### config.mk
export PLATFORM = sky130hd
export DESIGN_NAME = audio_gain_ctrl
export DESIGN_NICKNAME = d
export VERILOG_FILES = /design/src/rtl/audio_gain_ctrl.sv
export SDC_FILE = /design/constraint.sdc
export NUM_CORES = 1
export LEC_CHECK = 0
export BUFFER_PORTS_ARGS = -buffer_cell sky130_fd_sc_hd__buf_2
export CAP_MARGIN = 15
export CORE_MARGIN = 5
export CORE_UTILIZATION = 40
export DETAILED_ROUTE_END_ITERATION = 7
export GPL_TIMING_DRIVEN = 0
export PLACE_DENSITY = 0.6
export SLEW_MARGIN = 20
export SYNTH_ARGS = -nofsm -noshare
export SYNTH_HDL_FRONTEND = slang
export SYNTH_SLANG_ARGS = --single-unit
export TNS_END_PERCENT = 1
### constraint.sdc
create_clock -name clk -period 10.25 [get_ports clk]
set_input_delay 2.5625 -clock clk [delete_from_list [all_inputs] [get_ports clk]]
set_output_delay 2.5625 -clock clk [all_outputs]
set_load 0.005 [all_outputs]
### src/rtl/audio_gain_ctrl.sv
// Volume/mute controller: level register, click-free gain ramp toward a
// level-derived target, and an N-channel fixed-point sample scaler.
module audio_gain_ctrl #(
  parameter int NCH       = 2,
  parameter int SAMPLE_W  = 16,
  parameter int LEVEL_W   = 3,
  parameter int MIN_LEVEL = 1,
  parameter int MAX_LEVEL = 5,
  parameter int DEF_LEVEL = 3,
  parameter int GAIN_W    = 16,
  parameter int GAIN_STEP = 12000,
  parameter int RAMP_DIV  = 1000,
  parameter int RAMP_INC  = 600
) (
  input  logic                    clk,
  input  logic                    rst_n,
  input  logic                    vol_up,
  input  logic                    vol_down,
  input  logic                    mute,
  input  logic                    in_valid,
  input  logic [NCH*SAMPLE_W-1:0] in_data,
  output logic [LEVEL_W-1:0]      level,
  output logic [GAIN_W-1:0]       gain,
  output logic                    ramping,
  output logic [1:0]              state,
  output logic                    out_valid,
  output logic [NCH*SAMPLE_W-1:0] out_data
);

  // state        | meaning
  // ST_IDLE      | gain equals target
  // ST_RAMP_UP   | gain below target, stepping up on ticks
  // ST_RAMP_DOWN | gain above target, stepping down on ticks
  // ST_MUTED     | mute active and gain fully at zero
  typedef enum logic [1:0] {
    ST_IDLE      = 2'd0,
    ST_RAMP_UP   = 2'd1,
    ST_RAMP_DOWN = 2'd2,
    ST_MUTED     = 2'd3
  } state_t;

  localparam int CNT_W = (RAMP_DIV > 1) ? $clog2(RAMP_DIV) : 1;
  localparam logic [CNT_W-1:0]   CNT_LAST = CNT_W'(RAMP_DIV - 1);
  localparam logic [GAIN_W-1:0]  STEP     = GAIN_W'(GAIN_STEP);
  localparam logic [GAIN_W-1:0]  INC      = GAIN_W'(RAMP_INC);
  localparam logic [LEVEL_W-1:0] MIN_L    = LEVEL_W'(MIN_LEVEL);
  localparam logic [LEVEL_W-1:0] MAX_L    = LEVEL_W'(MAX_LEVEL);
  localparam logic [LEVEL_W-1:0] DEF_L    = LEVEL_W'(DEF_LEVEL);

  logic [LEVEL_W-1:0]      level_q, level_d;
  logic [GAIN_W-1:0]       gain_q, gain_d;
  logic [CNT_W-1:0]        cnt_q, cnt_d;
  state_t                  state_q, state_d;
  logic                    out_valid_q, out_valid_d;
  logic [NCH*SAMPLE_W-1:0] out_data_q, out_data_d;
  logic [GAIN_W-1:0]       target;
  logic                    tick;

  always_ff @(posedge clk) begin
    if (!rst_n) begin
      level_q     <= DEF_L;
      gain_q      <= '0;
      cnt_q       <= '0;
      state_q     <= ST_IDLE;
      out_valid_q <= 1'b0;
      out_data_q  <= '0;
    end else begin
      level_q     <= level_d;
      gain_q      <= gain_d;
      cnt_q       <= cnt_d;
      state_q     <= state_d;
      out_valid_q <= out_valid_d;
      out_data_q  <= out_data_d;
    end
  end

  always_comb begin
    level_d = level_q;
    if (!mute) begin
      if (vol_up && !vol_down && (level_q < MAX_L))
        level_d = level_q + LEVEL_W'(1);
      else if (vol_down && !vol_up && (level_q > MIN_L))
        level_d = level_q - LEVEL_W'(1);
    end

    target = mute ? '0
                  : GAIN_W'({{GAIN_W{1'b0}}, level_q} * {{LEVEL_W{1'b0}}, STEP});

    tick  = (cnt_q == CNT_LAST);
    cnt_d = tick ? '0 : cnt_q + CNT_W'(1);

    // Distance is compared against the step before adding, so gain never wraps or overshoots.
    gain_d = gain_q;
    if (tick) begin
      if (gain_q < target)
        gain_d = ((target - gain_q) > INC) ? gain_q + INC : target;
      else if (gain_q > target)
        gain_d = ((gain_q - target) > INC) ? gain_q - INC : target;
    end

    if (mute && (gain_d == '0))
      state_d = ST_MUTED;
    else if (gain_d == target)
      state_d = ST_IDLE;
    else if (gain_d < target)
      state_d = ST_RAMP_UP;
    else
      state_d = ST_RAMP_DOWN;

    out_valid_d = in_valid;
    out_data_d  = out_data_q;
    if (in_valid) begin
      for (int c = 0; c < NCH; c++) begin
        out_data_d[c*SAMPLE_W +: SAMPLE_W] = SAMPLE_W'(
          ($signed({{(GAIN_W+1){in_data[c*SAMPLE_W+SAMPLE_W-1]}}, in_data[c*SAMPLE_W +: SAMPLE_W]}) *
           $signed({{SAMPLE_W{1'b0}}, 1'b0, gain_q})) >>> GAIN_W);
      end
    end
  end

  assign level     = level_q;
  assign gain      = gain_q;
  assign state     = state_q;
  assign ramping   = (state_q == ST_RAMP_UP) || (state_q == ST_RAMP_DOWN);
  assign out_valid = out_valid_q;
  assign out_data  = out_data_q;

endmodule

# Yosys cells after proc, flatten, opt, wreduce, memory -nomap -nowiden
# Index checks and enable logic that the tools add are counted.
totals:
  register_bits: 64
  latchBits: 0
  mem_bits_rw: 0
  romBits: 0
  in_bits: 38
  out_inout_bits: 55
  word_cells: 52
  memories: 0
op_classes:
  add_sub_neg: 7
  mul: 3
  div: 0
  magnitude_cmp: 7
  n_eq_ne: 4
  shifts: 0
  muxes: 11
  n_bitwise: 2
  reduce_logical: 12
op_table:
  columns: ["op", "n"]
  rows:
  - ["2-to-1 mux 16 bit", 6]
  - ["multiplier 16 x 17 -> 32 bit", 2]
  - ["greater-than comparator 16 x 10 -> 1 bit (second input constant)", 2]
  - ["< comparator 16 bit", 2]
  - ["subtractor 16 bit", 2]
  - ["adder 16 x 10 -> 16 bit (second input constant)", 1]
  - ["== test 16 bit", 1]
  - ["greater-than comparator 16 bit", 1]
  - ["zero test 16 bit", 1]
  - ["subtractor 16 x 10 -> 16 bit (second input constant)", 1]
  - ["multiplier 3 x 9 -> 11 bit (second input constant)", 1]
  - ["adder 10 x 1 -> 10 bit (second input constant)", 1]
  - ["== test 10 bit (second input constant)", 1]
  - ["2-to-1 mux 2 bit", 3]
  - ["2-to-1 mux 3 bit", 2]
  - ["logical AND 1 bit", 5]
  - ["adder 3 x 1 -> 3 bit (second input constant)", 1]
  - ["greater-than comparator 3 x 1 -> 1 bit (second input constant)", 1]
  - ["< comparator 3 bit (second input constant)", 1]
  - ["subtractor 3 x 1 -> 3 bit (second input constant)", 1]
  - ["== test 2 x 1 -> 1 bit (second input constant)", 1]
  - ["== test 2 bit (second input constant)", 1]
  - ["zero test 1 bit", 2]
  - ["NOT 1 bit", 2]
  - ["other kinds (4)", 4]

# Logic depth before layout (Yosys ltp)
depth:
  word_depth: 12
  ltp_mapped: 31
  mapped_depth_nobuf: 29

# Worst setup path after synthesis
# No wires, ideal clock.
synth_path:
  path_type: "input port to flip-flop"
  startpoint: "input in_data[17]"
  endpoint: "register out_data_q[30] (netlist: out_data[30])"
  setup_time_ns: 0.064
  arrival_ns: 8.452
  required_time_ns: 10.186
  setup_slack_ns: 1.734
  cell_stages: 24
  path_buffers: 1
  path_cell_list: "clkbuf_1 > nand2_1 > fa_1 > inv_1 > fa_1 > inv_1 > fa_1 > fa_1 > inv_1 > fa_1 > inv_1 > fa_1 > inv_1 > ha_1 > a21o_1 > a21o_1 > a21o_1 > a2111oi_0 > nor3_1 > o211ai_1 > a21oi_1 > and4_1 > or3_1 > nand4_1"
synth_between:
  elab_chain_cells: 1
synth_rtl:
  columns: ["element", "line", "source"]
  rows:
  - ["from (decl)", "21", "input logic [NCH*SAMPLE_W-1:0] in_data,"]
  - ["multiplier 16 x 17 -> 32 bit", "115", "($signed({{(GAIN_W+1){in_data[c*SAMPLE_W+SAMPLE_W-1]}}, in_data[c*SAMPLE_W +: SAMPLE_W]}) *"]
  - ["to (signal assigned)", "73", "out_data_q <= out_data_d;"]
  - ["to (decl)", "55", "logic [NCH*SAMPLE_W-1:0] out_data_q, out_data_d;"]
# Every way passes these cells.
# A chain may end at the register's enable or synchronous reset.

# Worst setup path in the final report
layout_path:
  startpoint: "input in_data[19]"
  endpoint: "register out_data_q[30] (netlist: out_data[30])"
# Same word-level chain as after synthesis.

==> results_dict.tcl <==
set metrics [dict create \
    status "completed" \
    wl_per_cell_um 19.91 \
    layout_min_cycle_time_ns 9.145 \
    final.setup.tns_ns 0 \
    cts_htree_levels 3 \
    avgSynthCellArea_um2 8.452 \
    p_leak_uw 0.01190 \
    ys_seq_area_share_pct 5.864 \
    crit_slowest_cell "fa_1" \
    rows 85 \
    switching_share_pct 41.97 \
    slew_headroom_pct 31.17 \
    cts_setup_buffers 0 \
    seq_area_um2 1281 \
    multi_input_area_um2 18130 \
    drive_gt1_share_pct 4.831 \
    synth_xor_area_share_pct 2.726 \
    grt_max_degree 13 \
    final_cell_mix "inv_1, fa_1, nand2_1, ha_1, and2_1" \
    hold_viol 0 \
    startpoint_type "input port" \
    yosysWarningCount 0 \
    synth_cell_type_count 78 \
    die_height_um 243.7 \
    path_common_cell "fa_1" \
    finalMaxSlewViolations 0 \
    clockRootBuffer "clkbuf_16" \
    synth_nets 3289 \
    grt_pass1_vias 19080 \
    clk_pin_slew_worst_paths_ns 0.06 \
    p_seq_share_pct 22.9 \
    synth_mux_area_share_pct 1.397 \
    clk_path_buf_depth 2 \
    grt_pass1_wl_mm 107.0 \
    switchingPower_uw 493.9 \
    critical-path-max-stage-delay_ns 0.55 \
    firstDrtPassIters 5 \
    r2r_slack_ns 2.28 \
    hpwl_mm 57.28 \
    drc 0 \
    viasPerCell 5.322 \
    fp.dieW_um 243.7 \
    worstHoldPathType "reg2reg" \
    ctsHoldBuffers 0 \
    synth-edff-count 0 \
    fmax_mhz 109.3 \
    post-route-period-util_pct 89.22 \
    syn_inst 2585 \
    skew_ns 0.01152 \
    drv_cap 0 \
    final_common_cell "inv_1" \
    synthFlopType "dfxtp_1" \
    wl_mm 67.46 \
    vias 18040 \
    ys_ff_latch 64 \
    cp.arrival_ns 9.44 \
    intPower_uw 683.0 \
    final_cells 3389 \
    cp_max_fo 10 \
    required_ns 10.55 \
    grt_usage_pct 22.82 \
    pwr-share-comb_pct 46.1 \
    core-area_um2 53920 \
    synthArstFlopShare_pct 0 \
    synthToLayoutAreaGrowth_pct 7.650 \
    cts.sinks 64 \
    critPathKind "in2reg" \
    start_util_pct 40.52 \
    drt-initial-drc-count 1190 \
    ant_nets 0 \
    powerDensity_nw_per_um2 50.04 \
    dp.cells 3371 \
    p_clk_share_pct 31.1 \
    dieArea_um2 59400 \
    endpoint_kind "flop" \
    synth_area_um2 21850 \
    cts_tree "done" \
    n_fill_cell 5359 \
    tightest_slew_ns 1.022 \
    antenna_found_initial 2 \
    io_pins 93 \
    grt_overflow 0 \
    port_buffers 90 \
    clk_latency_ns 0.36 \
    synth_compound_area_share_pct 8.303 \
    yosys.area_share.adder_pct 51.54 \
    synth_top_family_by_area "adder cells" \
    cts_resized 0 \
    setup_viol 0 \
    cts_buffers 9 \
    nets 3390 \
    synthSimpleGateAreaFrac_pct 18.96 \
    ir_drop_mv 0.09378 \
    rsz0062_at_grt "no" \
    place_congestion 0.9492 \
]
layer usage:
layer  share of wire, %  GRT usage [%]  vias up
li1                   -              -     8219
met4                2.6          6.123        0
met2                 46          37.38      627
met3                7.8          4.033      107
met5                  0              0        -
met1                 44          31.38     9083
synthesized netlist by cell type, types with 9 or more instances:
cell / n / area share [%]
fa_1: 390 / 36
a31oi_1: 14 / 0.40
and2_1: 215 / 6.2
nand2_1: 369 / 6.3
nor2b_1: 36 / 1.0
o21ai_0: 55 / 1.3
o211ai_1: 9 / 0.31
mux2i_1: 26 / 1.2
nand3_1: 27 / 0.62
clkbuf_1: 104 / 1.8
nand2b_1: 13 / 0.37
o21a_1: 10 / 0.34
ha_1: 276 / 16
or3_1: 10 / 0.29
and3_1: 10 / 0.29
dfxtp_1: 64 / 5.9
nor3_1: 20 / 0.46
xor2_1: 29 / 1.2
a21o_1: 43 / 1.5
buf_1: 14 / 0.24
nand4_1: 18 / 0.52
nor2_1: 78 / 1.3
xnor2_1: 39 / 1.6
a21oi_1: 56 / 1.3
inv_1: 521 / 9.0
final timing paths:
kind,start,to,cells after the start
setup reg to reg,gain[10]$_SDFF_PN0_,out_data[30]$_SDFFE_PN0P_,25
hold reg to reg,out_data[25]$_SDFFE_PN0P_,out_data[25]$_SDFFE_PN0P_,2
setup / recovery,in_data[19],out_data[30]$_SDFFE_PN0P_,25
hold / removal,out_data[25]$_SDFFE_PN0P_,out_data[25]$_SDFFE_PN0P_,2
kinds of logic after synthesis:
kind of cell,Yosys count
and+or+nand+nor,838
buffers and inverters,647
muxes,30
DFF,64
adders and majority gates,666
xor gates and xnor gates,68
AOI/OAI and AO/OA,272
sequential cells by signal, summed over array words and instances (netlist names):
signal / count
out_valid: 1
gain: 16
cnt_q: 10
state: 2
out_data: 32
level: 3
through the flow:
step                      worst slack (ns)  utilization, %  hold WS [ns]  instance area [µm²]  power, µW
after floorplan                      1.734               -        0.4413                21850      636.1
after global placement              0.4791           42.97        0.4416                23170      796.0
after detailed placement            0.7837           42.99        0.4435                23180      806.5
after CTS                            1.145           43.61        0.4516                23520       1178
after global routing                0.7267           43.61        0.4765                23520       1249
final                                1.105           43.62        0.4498                23520       1177
power by group through the flow:
| stage | Clock [µW] | Sequential [µW] | Combinational, µW |
|---|---|---|---|
| final | 366 | 269 | 542 |
| after global routing | 380 | 271 | 598 |
| after CTS | 374 | 269 | 535 |
| after detailed placement | 0 | 274 | 532 |
| after global placement | 0 | 274 | 522 |
| after floorplan | 0 | 274 | 362 |
critical path, delay by kind of cell:
kind | cells | cell delay (ns)
AND/OR/NAND/NOR | 5 | 1.04
buffers and inverters | 7 | 0.95
AO/OA/AOI/OAI | 6 | 1.60
adder cells (fa/ha/maj) | 7 | 3.30
cell type report:
class	count	share of cell area (%)
multi-input combinational	1874	77.06
inverter	524	8.362
sequential	64	5.447
tap	696	3.702
buffer	123	2.053
timing repair buffer	90	1.915
clock buffer	11	1.075
clock inverter	5	0.3617
antenna	2	0.02128
Note: power is estimated with default switching activity, not from simulation.
